`config.mk`:
```
export PLATFORM = sky130hd
export DESIGN_NAME = fetch_unit_flat
export DESIGN_NICKNAME = d
export VERILOG_FILES = /design/src/rtl/fetch_unit_if.sv /design/src/rtl/fetch_unit.sv /design/src/flat_wrapper.sv
export SDC_FILE = /design/constraint.sdc
export NUM_CORES = 1
export LEC_CHECK = 0
export CORE_MARGIN = 4
export CORE_UTILIZATION = 52
export DETAILED_ROUTE_END_ITERATION = 6
export PLACE_DENSITY = 0.91
export SLEW_MARGIN = 20
export SYNTH_ARGS = -nofsm -noshare
export SYNTH_HDL_FRONTEND = slang
export SYNTH_SLANG_ARGS = --single-unit
```
`constraint.sdc`:
```
create_clock -name CLK -period 2.95 [get_ports CLK]
set_input_delay 0.295 -clock CLK [delete_from_list [all_inputs] [get_ports CLK]]
set_output_delay 0.295 -clock CLK [all_outputs]
set_load 0.01 [all_outputs]
```
`src/rtl/fetch_unit_if.sv`:
```
// Byte-wide instruction memory bus between the fetch unit (master) and the
// variable-latency instruction memory (slave).
interface fetch_unit_if;
  logic [7:0] MEM_ADDR;
  logic       MEM_RD;
  logic [7:0] MEM_DATA;
  logic       MEM_VALID;

  modport master (output MEM_ADDR, output MEM_RD, input MEM_DATA, input MEM_VALID);
  modport slave  (input MEM_ADDR, input MEM_RD, output MEM_DATA, output MEM_VALID);
endinterface

```
`src/rtl/fetch_unit.sv`:
```
// Instruction fetch stage: assembles a big-endian 16-bit word from byte memory,
// pulses EN_L once per delivered instruction, caches the last fetch for self-loops.
module fetch_unit #(
  parameter int unsigned TIMEOUT  = 15,
  parameter logic [15:0] NOP_WORD = 16'h0000
) (
  input  logic         CLK,
  input  logic         RESET_L,
  input  logic [7:0]   PC,
  output logic [15:0]  Iin,
  output logic         EN_L,
  output logic         FAULT,
  fetch_unit_if.master mem_bus
);

  typedef enum logic [1:0] {CHECK, FETCH_HI, FETCH_LO, ISSUE} state_t;

  localparam logic [7:0] TMO_LAST = 8'(TIMEOUT - 1);

  state_t      state_q;
  logic [7:0]  hi_q;
  logic [7:0]  tmo_q;
  logic [7:0]  tag_q;
  logic [7:0]  addr_q;
  logic        cvalid_q;
  logic        rd_q;
  logic        en_l_q;
  logic        fault_q;
  logic [15:0] iin_q;

  logic        accept;
  logic        expire;
  logic        hit;
  logic [7:0]  pc_inc;

  assign accept = rd_q & mem_bus.MEM_VALID;
  assign expire = (tmo_q == TMO_LAST);
  // Iin only changes on a good capture or a timeout, and a timeout drops
  // cache_valid, so Iin itself is the cached word whenever the tag matches.
  assign hit    = cvalid_q && (PC == tag_q);
  assign pc_inc = PC + 8'd1;

  always_ff @(posedge CLK or negedge RESET_L) begin
    if (!RESET_L) begin
      state_q  <= CHECK;
      hi_q     <= '0;
      tmo_q    <= '0;
      tag_q    <= '0;
      addr_q   <= '0;
      cvalid_q <= 1'b0;
      rd_q     <= 1'b0;
      en_l_q   <= 1'b1;
      fault_q  <= 1'b0;
      iin_q    <= NOP_WORD;
    end else begin
      case (state_q)
        CHECK: begin
          if (hit) begin
            en_l_q  <= 1'b0;
            state_q <= ISSUE;
          end else begin
            addr_q  <= PC;
            rd_q    <= 1'b1;
            tmo_q   <= '0;
            state_q <= FETCH_HI;
          end
        end
        FETCH_HI, FETCH_LO: begin
          if (accept && (state_q == FETCH_HI)) begin
            hi_q    <= mem_bus.MEM_DATA;
            tmo_q   <= '0;
            addr_q  <= pc_inc;
            state_q <= FETCH_LO;
          end else if (accept) begin
            iin_q    <= {hi_q, mem_bus.MEM_DATA};
            tag_q    <= PC;
            cvalid_q <= 1'b1;
            rd_q     <= 1'b0;
            en_l_q   <= 1'b0;
            state_q  <= ISSUE;
          end else if (expire) begin
            iin_q    <= NOP_WORD;
            fault_q  <= 1'b1;
            cvalid_q <= 1'b0;
            tmo_q    <= '0;
            rd_q     <= 1'b0;
            en_l_q   <= 1'b0;
            state_q  <= ISSUE;
          end else begin
            tmo_q <= tmo_q + 8'd1;
          end
        end
        ISSUE: begin
          en_l_q  <= 1'b1;
          state_q <= CHECK;
        end
        default: state_q <= CHECK;
      endcase
    end
  end

  assign Iin              = iin_q;
  assign EN_L             = en_l_q;
  assign FAULT            = fault_q;
  assign mem_bus.MEM_ADDR = addr_q;
  assign mem_bus.MEM_RD   = rd_q;

endmodule
```
`src/flat_wrapper.sv`:
```
// flat-port wrapper written by rule: the top's interface ports become plain ports
module fetch_unit_flat 
#(
  parameter int unsigned TIMEOUT  = 15,
  parameter logic [15:0] NOP_WORD = 16'h0000
)
  (CLK, RESET_L, PC, Iin, EN_L, FAULT, mem_bus_MEM_ADDR, mem_bus_MEM_RD, mem_bus_MEM_DATA, mem_bus_MEM_VALID);
  fetch_unit_if mem_bus_i ();
  input  logic CLK;
  input  logic RESET_L;
  input  logic [7:0] PC;
  output logic [15:0] Iin;
  output logic EN_L;
  output logic FAULT;
  output wire logic [$bits(mem_bus_i.MEM_ADDR)-1:0] mem_bus_MEM_ADDR;
  output wire logic [$bits(mem_bus_i.MEM_RD)-1:0] mem_bus_MEM_RD;
  input wire logic [$bits(mem_bus_i.MEM_DATA)-1:0] mem_bus_MEM_DATA;
  input wire logic [$bits(mem_bus_i.MEM_VALID)-1:0] mem_bus_MEM_VALID;
  assign mem_bus_MEM_ADDR = mem_bus_i.MEM_ADDR;
  assign mem_bus_MEM_RD = mem_bus_i.MEM_RD;
  assign mem_bus_i.MEM_DATA = mem_bus_MEM_DATA;
  assign mem_bus_i.MEM_VALID = mem_bus_MEM_VALID;
  fetch_unit #(.TIMEOUT(TIMEOUT), .NOP_WORD(NOP_WORD)) u_core (.CLK(CLK), .RESET_L(RESET_L), .PC(PC), .Iin(Iin), .EN_L(EN_L), .FAULT(FAULT), .mem_bus(mem_bus_i));
endmodule
```
# Word level (Yosys, flattened, before mapping)

Index checks and enable logic that the tools add are counted.

Bits in registers: 54
Output and inout bits: 27
Logic and storage cells: 64

Add/sub/neg operators: 2
Equal/unequal tests: 12
Muxes and demuxes: 23
Bitwise gates (word level): 3
Reductions and logical operators: 14

Operators with widths:

| kind                                                                    | count |
|---|---|
| 8-bit two-way mux                                                       | 6 |
| 16-bit two-way mux                                                      | 2 |
| 8-bit case mux with 2 select lines                                      | 2 |
| 8-bit by 1-bit adder with 8-bit output, second input constant           | 2 |
| 3-bit AND reduction                                                     | 5 |
| 8-bit by 4-bit equality test with 1-bit output, second input constant   | 1 |
| 8-bit equality test                                                     | 1 |
| 2-bit two-way mux                                                       | 4 |
| 4-bit AND reduction                                                     | 2 |
| 1-bit two-way mux                                                       | 6 |
| 2-bit case mux with 3 select lines                                      | 1 |
| 2-bit equality test, second input constant                              | 2 |
| 2-bit by 1-bit inequality test with 1-bit output, second input constant | 2 |
| 2-bit inequality test, second input constant                            | 2 |
| 4-bit by 1-bit inequality test with 1-bit output, second input constant | 1 |
| 2-bit nonzero test                                                      | 2 |
| 3-bit by 1-bit inequality test with 1-bit output, second input constant | 1 |
| 3-bit inequality test, second input constant                            | 1 |
| 1-bit case mux with 3 select lines                                      | 1 |
| 2-bit by 1-bit equality test with 1-bit output, second input constant   | 1 |
| 1-bit logical AND                                                       | 2 |
| 2-bit zero test                                                         | 1 |
| 1-bit inverter                                                          | 2 |
| 1-bit case mux with 2 select lines                                      | 1 |
| other kinds (3)                                                         | 3 |

# Longest topological paths before layout

Gate-level depths: netlist of the first run.

Word-level depth: 5
Mapped depth: 9
Gate-level depth less buffers: 7

# Worst setup path after synthesis of the first run

Ideal clock, no wire load.

Path type: reg-to-reg
From: reg u_core.state_q[0]
To: reg u_core.tmo_q[5]
Library setup time: 0.104 ns
Arrival: 1.933 ns
Data required time: 2.846 ns
Setup slack: 0.913 ns
Stages on the path, launching flop included: 10
Buffers on the path: 2
Period minus slack after synthesis: 2.037 ns
Cells stage by stage: dfrtp_1 > inv_1 > ha_1 > and4b_1 > buf_6 > or2_1 > buf_2 > nor3_4 > nand2_2 > o41ai_2

Word-level cells in the longest chain between the ends: 4
Elaborated cells on any way between the ends: 11
Classes of those cells: eq/ne: 4; mux: 2; reduce/logical: 5

Ends and longest elaborated chain:

| what                                                                                       | line                               | RTL |
|---|---|---|
| from (decl)                                                                                | fetch_unit.sv:20                   | `state_t state_q;` |
| from (signal assigned)                                                                     | fetch_unit.sv:45                   | `state_q <= CHECK;` |
| from (signal assigned)                                                                     | fetch_unit.sv:60                   | `state_q <= ISSUE;` |
| from (signal assigned)                                                                     | fetch_unit.sv:65                   | `state_q <= FETCH_HI;` |
| 2-bit equality test or 2-bit by 1-bit equality test with 1-bit output (tied branches)      | fetch_unit.sv:56, fetch_unit.sv:69 |  |
| 2-bit OR reduction or 1-bit logical AND (tied branches)                                    | fetch_unit.sv:56, fetch_unit.sv:69 |  |
| 3-bit inequality test (no source line), or another cell as far along                       | --                                 |  |
| 3-bit AND reduction (no source line) or 8-bit case mux with 2 select lines (tied branches) | --                                 |  |
| to (signal assigned)                                                                       | fetch_unit.sv:90                   | `tmo_q <= tmo_q + 8'd1;` |
| to (decl)                                                                                  | fetch_unit.sv:22                   | `logic [7:0] tmo_q;` |

Parallel ways exist; a longest one is shown, timed or not.
A chain may end at the register's enable or synchronous reset.

# Final worst setup path of the first run

From: reg u_core.state_q[0]
To: reg u_core.tmo_q[3]

Same word-level chain as after synthesis.

==> results of run 1 <==
==> what timing repair did <==
| item | 4_1_cts | 5_1_grt |
|---|---|---|
| hold buffers | 1 | 0 |
| endpoints found under the hold margin | 15 | 0 |
| resized for setup | 0 | 0 |
==> worst max-delay path: stages (launching register included) <==
cell	delay [ps]
dfrtp_1	420
inv_1	100
ha_1	460
and4b_1	340
or2_1	320
nor3_4	190
nand2_2	120
o31ai_1	280
==> final cells by class <==
type	count	area (um2)	share of cell area, %
Clock buffer	5	68.82	2.094
Clock inverter	3	47.55	1.447
Inverter	5	18.77	0.5712
Multi-Input combinational cell	144	1214	36.94
Sequential cell	54	1353	41.17
Tap cell	67	83.83	2.551
Timing Repair Buffer	52	500.5	15.23
==> report_power, final <==
group          total, uW  internal [uW]  switching, uW  leakage [uW]
Combinational       1750            949            800      0.000707
Sequential          1280           1060            214      0.000671
Clock                519            259            260     0.0000591
==> per-stage QoR <==
stage | instances | power, uW | instance area (um2)
floorplan | 213 | 2474 | 2654
global placement | 321 | 2969 | 3159
detailed placement | 321 | 3025 | 3159
CTS | 330 | 3562 | 3286
global route | 330 | 3798 | 3286
finish | 330 | 3544 | 3286
==> state kept, by name, indices dropped and copies added, names as in the netlist <==
signal,count
u_core.mem_bus.MEM_RD,1
u_core.hi_q,8
u_core.tmo_q,8
u_core.tag_q,8
u_core.state_q,2
u_core.mem_bus.MEM_ADDR,8
u_core.Iin,16
u_core.EN_L,1
u_core.FAULT,1
u_core.cvalid_q,1
==> cells by family (layout without fill, tap and decap cells) <==
logic type | after synthesis | count (layout) | synth area share [%]
AO/OA/AOI/OAI | 45 | 45 | 12.92
XOR/XNOR | 15 | 15 | 4.951
adder cells (fa/ha/maj) | 8 | 8 | 3.772
buffers and inverters | 15 | 65 | 3.301
flip-flops | 54 | 54 | 50.97
multiplexers | 26 | 26 | 11.98
AND/OR/NAND/NOR | 50 | 50 | 12.12
==> final timing paths <==
| kind | from | endpoint |
|---|---|---|
| hold reg to reg | u_core.tmo_q[7] | u_core.tmo_q[7] |
| hold / removal | RESET_L | u_core.mem_bus.MEM_ADDR[4] |
| max in group asynchronous | RESET_L | u_core.tmo_q[5] |
| min in group CLK | u_core.tmo_q[7] | u_core.tmo_q[7] |
| setup / recovery | u_core.state_q[0] | u_core.tmo_q[3] |
| setup reg to reg | u_core.state_q[0] | u_core.tmo_q[3] |
==> per-layer routing <==
layer	global-route usage (%)	part of all wire [%]	up-vias
li1	-	-	878
met1	26.14	45	940
met4	8.763	2.6	0
met3	5.305	6.7	14
met2	29.72	46	71
met5	0	0	-
==> layout by cell type, fill, tap and decap left out, types with 6 or more instances in the layout <==
master and n:
dfrtp_1 53, ha_1 8, mux2_4 7, buf_4 6, xnor2_1 13, nand3_1 6, o21ai_0 9, nand2_1 14
o31ai_1 9, clkdlybuf4s50_1 44, nor2_1 6, a22o_1 16, mux2_2 18
==> results.ini, run 1 <==
[layout]
num_antenna_cells = 0
utilization_pct = 67.77
nFillCells = 338
drive_gt1_share_pct = 19.01
nets = 289
syn_to_final_growth_pct = 23.81

[placed_design]
gp_congestion = 0.9647
io_buffers = 45
dp_slack_ps = 532.0
dp.final_hpwl_um = 3912

[floorplan]
start_util_pct = 54.74
core_area_um2 = 4848
dieArea_um2 = 6311
num_rows = 25
die_h_um = 79.44
die_w_um = 79.44
io_pins = 46

[setup_path]
end_kind = flop
cp.required_ps = 3160
startpoint_type = flop
rrSetupSlack_ps = 620
worstRegToRegCells = 7
crit_type = flop to flop
critPathMaxFanout = 13
arrival_ps = 2540

[power_and_ir_drop]
irDropWorstVdd_uv = 639.8
power.density_nw_per_um2 = 1079
power.leakage_uw = 0.001438

[sta]
fin_ws_ps = 617.7
max_freq_ghz = 0.4288
finClkSkew_ps = 8.999
period_share_pct = 79.06
finalHoldViolations = 0
slew_headroom_pct = 65.09
min_period_ps = 2332
tns_ps = 0
hold_ws_ps = 409.0
setup_viol = 0
slew_viol_final = 0
worst_pin_slew_ps = 518.9
grt_setup_unrepaired = no

[clocking]
clk_pin_slew_ps = 100
post_cts_buffers = 0
ctsHtreeMaxLevel = 2
cts-root-buf = clkbuf_8
clk_latency_ps = 320
cts_buffer_depth = 2
cts_tree = built
clkSinkCount = 54
numCtsBuffers = 5

[route]
vias = 1903
detail_route.iter0.violations = 122
ant_nets = 0
dr.pass1.iters = 4
viasPerCell = 5.767
routed_wl_um = 5529
drc = 0
routedWlPerCell_um = 16.75

[yosys]
syn-instance-count = 213
yosys-top-cells-area = dfrtp_1 50%, mux2_2 7.6%, a22o_1 5.3%, xnor2_1 4.3%, mux2_4 4.0%
synth_seq_cells = 54
synth.top_cell.area_share_pct = 49.98
synth_top_cell_by_area = dfrtp_1
avgSynthCellArea_um2 = 12.46
async_flop_share_pct = 100.0
yosysWarnings = 0
ys_top_cells_by_count = 53 x dfrtp_1, 18 x mux2_2, 16 x a22o_1
synth.yosys.seq_area_share_pct = 50.97
synth_cell_type_count = 45
yosysMostFrequentCell = dfrtp_1
syn_nets = 240
synth_ff_type = dfrtp_1
synth_edf_count = 0
synth.cell_area_um2 = 2654

[grt]
grt_usage_pct = 19.54
grt_max_degree = 39
grt_pass1_wl_um = 9487
grt-ovfl-total = 0
grt_pass1_vias = 1986
antenna_found_initial = 0

[run_status]
status = completed

[flow_run]
cap_violations = 0

[min_path]
hold_path.class = input pin to async pin

No activity file was read; power rests on OpenSTA's default activity.
==> run 2: changes to the inputs <==
==> constraint.sdc (replaced) <==
create_clock -name CLK -period 2.19 [get_ports CLK]
set_input_delay 0.219 -clock CLK [delete_from_list [all_inputs] [get_ports CLK]]
set_output_delay 0.219 -clock CLK [all_outputs]
set_load 0.01 [all_outputs]
==> run 2 against run 1 <==
  * Global-route usage increased by 1.7 points
  * Wire length increased by 8.0%
  * Register-to-register slack worse by 500 ps
  * Via count rose by 2.0%
  * Final cell count increased by 4.5%
  * Critical endpoint is now u_core.tmo_q[5]
  * Largest power group unchanged
==> results.ini, run 2 (synthesized netlist as in run 1, its figures left out) <==
[run_status]
status = completed

[sta]
tns_ps = 0  ; unchanged
max_freq_ghz = 0.4828  ; +13%
min_period_ps = 2071  ; -261.2 ps
slew_headroom_pct = 70.69  ; +5.6 points
finClkSkew_ps = 5.084  ; -3.915 ps
finalHoldViolations = 0  ; unchanged
period_share_pct = 94.57  ; +16 points
slew_viol_final = 0  ; unchanged
grt_setup_unrepaired = yes
hold_ws_ps = 230.6  ; -178.4 ps
worst_pin_slew_ps = 435.7  ; -83.26 ps
setup_viol = 0  ; unchanged
fin_ws_ps = 118.9  ; -498.8 ps

[power_and_ir_drop]
p_switching_uw = 1807  ; +42%
netSwitchingFraction_pct = 36.68  ; +0.72 points
p_clk_share_pct = 11.3  ; -3.3 points
seq_power_share_pct = 35.2  ; -0.8 points
power.density_nw_per_um2 = 1453  ; +35%
irDropWorstVdd_uv = 876.0  ; +37%
internal_power_uw = 3119  ; +37%
pwr-share-comb_pct = 53.4  ; +4.0 points
power.leakage_uw = 0.001497  ; +4.1%

[layout]
drive_gt1_share_pct = 23.74  ; +4.7 points
final_cell_count_no_fill = 345  ; +4.5%
nets = 304  ; +5.2%
largest_register_ff_count = 16  ; unchanged
layout_commonest_cell = dfrtp_1
nFillCells = 331  ; -2.1%
syn_to_final_growth_pct = 27.72
most-common-layout-cells = 53 x dfrtp_1, 44 x clkdlybuf4s50_1, 19 x buf_4
num_antenna_cells = 0  ; unchanged

[clocking]
ctsHtreeMaxLevel = 2  ; unchanged
clk_pin_slew_ps = 90  ; about the same
numCtsBuffers = 5  ; unchanged
post_cts_buffers = 0  ; unchanged
cts-root-buf = clkbuf_8
clk_latency_ps = 310  ; about the same
cts_tree = built
clkSinkCount = 54  ; unchanged
cts_buffer_depth = 2  ; unchanged

[floorplan]
num_rows = 25  ; unchanged
die_w_um = 79.44  ; unchanged
dieArea_um2 = 6311  ; unchanged
core_area_um2 = 4848  ; unchanged
die_h_um = 79.44  ; unchanged
io_pins = 46  ; unchanged
start_util_pct = 54.74  ; unchanged

[grt]
met1_usage_pct = 27.62  ; +1.5 points
grt_usage_pct = 21.22  ; +1.7 points
grt_busiest_layer = met2
grt_max_degree = 34  ; -13%
grt-ovfl-total = 0  ; unchanged
grt_pass1_wl_um = 10320  ; +8.8%
antenna_found_initial = 0  ; unchanged
grt_pass1_vias = 2106  ; +6.0%
use_met3_pct = 3.950  ; -1.4 points
use_met2_pct = 34.64  ; +4.9 points

[route]
drc = 0  ; unchanged
dr.pass1.iters = 4  ; unchanged
detail_route.iter0.violations = 171  ; +40%
routed_wl_um = 5971  ; +8.0%
ant_nets = 0  ; unchanged
vias = 1941  ; +2.0%
routedWlPerCell_um = 17.31  ; +3.3%
viasPerCell = 5.626  ; -2.4%

[setup_path]
startpoint = u_core.state_q[0]
reg2reg_from = u_core.state_q[0]
arrival_ps = 2290  ; -250 ps
end_kind = flop
cp.required_ps = 2410  ; -750 ps
startpoint_type = flop
crit_type = flop to flop
critPathMaxFanout = 7  ; -6
worstRegToRegCells = 7  ; unchanged

[placed_design]
placed_cells = 336  ; +4.7%
dp_slack_ps = 86.10  ; -445.9 ps
gp_congestion = 0.9301  ; -3.6%
io_buffers = 45  ; unchanged
dp.final_hpwl_um = 4494  ; +15%

[flow_run]
cap_violations = 0  ; unchanged

[min_path]
hold_path.class = input pin to async pin

==> run 2: cell types whose count changed in the layout (fill, tap and decap cells not counted), sizes merged <==
cell and change:
bufinv -1, inv -1, clkinvlp +1, buf +15
clkbuf +1
==> run 2: timing repair <==
action                                 CTS  global route
setup endpoints to repair                0            20
endpoints found under the hold margin   20             0
hold buffers                             1             0
resized for setup                        0             3
==> run 2: power groups by stage <==
stage | clock, uW | sequential, uW | combinational, uW
3_5_place_dp | 0 | 1740 | 2610
5_1_grt | 611 | 1790 | 2850
4_1_cts | 560 | 1740 | 2630
2_1_floorplan | 0 | 1770 | 1560
6_report | 559 | 1740 | 2630
3_3_place_gp | 0 | 1710 | 2500
==> run 2: layout make-up <==
type | instances | area (um2) | area share, %
timing repair buffer | 67 | 629.4 | 18.57
multi-input combinational | 144 | 1216 | 35.88
inverter | 5 | 18.77 | 0.5537
sequential | 54 | 1353 | 39.90
clock buffer | 6 | 72.57 | 2.141
clock inverter | 2 | 16.27 | 0.4799
tap | 67 | 83.83 | 2.473
==> run 2: worst paths after layout <==
kind                       slack, ps               to
setup / recovery                 120  u_core.tmo_q[5]
hold / removal                   230  u_core.tag_q[1]
setup reg to reg                 120  u_core.tmo_q[5]
hold reg to reg                  490  u_core.cvalid_q
max in group asynchronous       1370  u_core.tmo_q[5]
min in group CLK                 490  u_core.cvalid_q
==> run 2: routing by layer <==
| layer | vias up | share of wire, % |
|---|---|---|
| met5 | - | 0 |
| met4 | 0 | 2.6 |
| met3 | 11 | 4.5 |
| met2 | 58 | 48 |
| met1 | 964 | 45 |
| li1 | 908 | - |
==> run 2: through the flow <==
stage	util, %	area (um2)	total power [uW]
2_1_floorplan	-	2654	3333
3_3_place_gp	67.74	3284	4214
3_5_place_dp	67.74	3284	4355
4_1_cts	69.78	3383	4925
5_1_grt	69.91	3390	5255
6_report	69.91	3390	4926
==> run 2: critical path, cell delays in order (launching register included) <==
cell	delay (ps)
dfrtp_1	440
inv_1	130
ha_2	330
and4b_1	260
or2_1	270
nor3_4	170
nand2_2	120
o41ai_2	270
==> run 3: changes to the inputs <==
--- a/config.mk
+++ b/config.mk
@@ -8,7 +8,7 @@
 export CORE_MARGIN = 4
 export CORE_UTILIZATION = 52
 export DETAILED_ROUTE_END_ITERATION = 6
-export PLACE_DENSITY = 0.91
+export PLACE_DENSITY_LB_ADDON = 0.2
 export SLEW_MARGIN = 20
 export SYNTH_ARGS = -nofsm -noshare
 export SYNTH_HDL_FRONTEND = slang
==> run 3 against run 2 <==
  * Global-route usage is 2.0 points lower
  * Worst setup slack improved by 5.6 ps
  * Sequential power is essentially flat
  * Non-clock buffer count is 2 lower
  * Via count decreased by 2.8%
  * Critical path type unchanged
  * Combinational power shrank 2%
  * Clock power up 4.1%
  * Worst hold slack gained 86 ps
  * Sequential cell count stayed put
  * Wire length decreased by 6.5%
  * Utilization shrank 0.26 points
  * Register-to-register slack about the same
  * Critical endpoint unchanged
==> results.ini, run 3 (synthesized netlist as in run 1, its figures left out) <==
[run_status]
status = completed

[placed_design]
dp_slack_ps = 41.16  ; -44.94 ps
placed_cells = 333  ; -0.89%
dp.final_hpwl_um = 4065  ; -9.5%
placed_area_um2 = 3262  ; -0.69%
io_buffers = 45  ; unchanged
gp_congestion = 0.8129  ; -13%

[floorplan]
die_w_um = 79.44  ; unchanged
dieArea_um2 = 6311  ; unchanged
num_rows = 25  ; unchanged
die_h_um = 79.44  ; unchanged
core_area_um2 = 4848  ; unchanged
start_util_pct = 54.74  ; unchanged
io_pins = 46  ; unchanged

[route]
vias = 1887  ; -2.8%
drc = 0  ; unchanged
ant_nets = 0  ; unchanged
routed_wl_um = 5585  ; -6.5%
dr.pass1.iters = 4  ; unchanged
detail_route.iter0.violations = 212  ; +24%
viasPerCell = 5.501  ; -2.2%
routedWlPerCell_um = 16.28  ; -5.9%

[sta]
tns_ps = 0  ; unchanged
max_freq_ghz = 0.4841  ; +0.27%
grt_setup_unrepaired = no
period_share_pct = 94.32  ; -0.25 points
slew_headroom_pct = 71.64  ; +0.95 points
worst_pin_slew_ps = 421.5  ; -14.15 ps
setup_viol = 0  ; unchanged
slew_viol_final = 0  ; unchanged
finClkSkew_ps = 7.540  ; +2.456 ps
min_period_ps = 2066  ; -5.553 ps
finalHoldViolations = 0  ; unchanged
fin_ws_ps = 124.4  ; +5.553 ps

[setup_path]
worstRegToRegCells = 7  ; unchanged
rrSetupSlack_ps = 120  ; about the same
critical-path-max-stage-delay_ps = 400  ; -40 ps
crit_type = flop to flop
slowest_stage = dfrtp_1
cp.required_ps = 2410  ; about the same
critPathTopFamily = simple AND/OR/NAND/NOR gates
critPathMaxFanout = 6  ; -1
reg2reg_to = u_core.tmo_q[5]
end_kind = flop
worstPathCellList = inv_2, ha_1, and4b_1, or2_4, nor3_4, nand2_2, o41ai_2
reg2reg_from = u_core.state_q[1]
arrival_ps = 2280  ; about the same
startpoint_type = flop
path_buf_inv = 1  ; unchanged

[power_and_ir_drop]
power.leakage_uw = 0.001494  ; -0.17%
power.density_nw_per_um2 = 1440  ; -0.89%
irDropWorstVdd_uv = 722.4  ; -18%

[layout]
drive_gt1_share_pct = 23.55  ; -0.19 points
nets = 302  ; -0.66%
final_cell_count_no_fill = 343  ; -0.58%
layout_commonest_cell = dfrtp_1
syn_to_final_growth_pct = 27.25
largest_register_ff_count = 16  ; unchanged
num_antenna_cells = 0  ; unchanged
nFillCells = 364  ; +10%
design_area_um2 = 3377  ; -0.37%
most-common-layout-cells = 53 x dfrtp_1, 44 x clkdlybuf4s50_1, 18 x mux2_2, 18 x buf_4, 16 x a22o_1

[grt]
grt_pass1_vias = 1967  ; -6.6%
grt_usage_pct = 19.27  ; -2.0 points
antenna_found_initial = 0  ; unchanged
grt_pass1_wl_um = 9384  ; -9.1%
grt-ovfl-total = 0  ; unchanged
grt_max_degree = 26  ; -24%

[flow_run]
cap_violations = 0  ; unchanged

[clocking]
clk_latency_ps = 310  ; about the same
clk_pin_slew_ps = 100  ; about the same
clkSinkCount = 54  ; unchanged
numCtsBuffers = 5  ; unchanged
cts-root-buf = clkbuf_8
ctsHtreeMaxLevel = 2  ; unchanged
cts_buffer_depth = 2  ; unchanged
cts_tree = built

[min_path]
hold_path.class = input pin to async pin

-- run 3: cell types whose count changed in the layout (fill, tap and decap cells not counted) --
cell / previous run / this run
clkbuf_1: 1 / 0
inv_6: 1 / 0
buf_6: 1 / 0
ha_1: 7 / 8
clkbuf_8: 5 / 6
ha_2: 1 / 0
clkinv_2: 0 / 1
or2_4: 0 / 1
buf_4: 19 / 18
or2_1: 1 / 0
-- run 3: worst max-delay path by stage --
stage / from / endpoint / depth (start not counted)
2_1_floorplan: u_core.state_q[0] / u_core.tmo_q[5] / 9
3_3_place_gp: PC[1] / u_core.mem_bus.MEM_ADDR[7] / 7
3_5_place_dp: PC[1] / u_core.mem_bus.MEM_ADDR[1] / 7
4_1_cts: u_core.state_q[1] / u_core.tmo_q[5] / 7
5_1_grt: u_core.state_q[1] / u_core.tmo_q[5] / 7
6_report: u_core.state_q[1] / u_core.tmo_q[5] / 7
-- run 3: per-stage QoR --
stage	utilization, %	power (uW)	hold WS, ps
2_1_floorplan	-	3333	-76.59
3_3_place_gp	67.28	4185	126.6
3_5_place_dp	67.28	4264	130.8
4_1_cts	69.45	4866	323.1
5_1_grt	69.65	5177	338.1
6_report	69.65	4864	316.7
-- run 3: cell type report --
cell class	count	area, um2	area share [%]
multi-input cells	144	1216	36.01
repair buffers	65	610.6	18.08
flip-flops and latches	54	1353	40.05
clock inverters	2	12.51	0.3705
well taps	67	83.83	2.482
clock buffers	6	82.58	2.445
inverters	5	18.77	0.5558
-- run 3: what timing repair did --
action                                  in CTS  in global routing
hold buffers                                 1                  0
buffers inserted                             0                  1
resized for setup                            0                  2
hold endpoints to repair                    11                  0
endpoints found under the setup margin       0                  3
-- run 3: layer usage --
layer  track usage, %  share of wire [%]  wire (um)
met2            29.13                 45       2531
met4            5.670               0.98         55
met1            26.54                 48       2705
met5                0                  0          0
met3            6.208                5.2        293
-- run 3: power by group --
group	switching, uW	leakage [uW]	internal, uW
Sequential	276	0.000671	1430
Clock	327	0.0000472	255
Combinational	1150	0.000776	1430
Total	1750	0.00149	3110
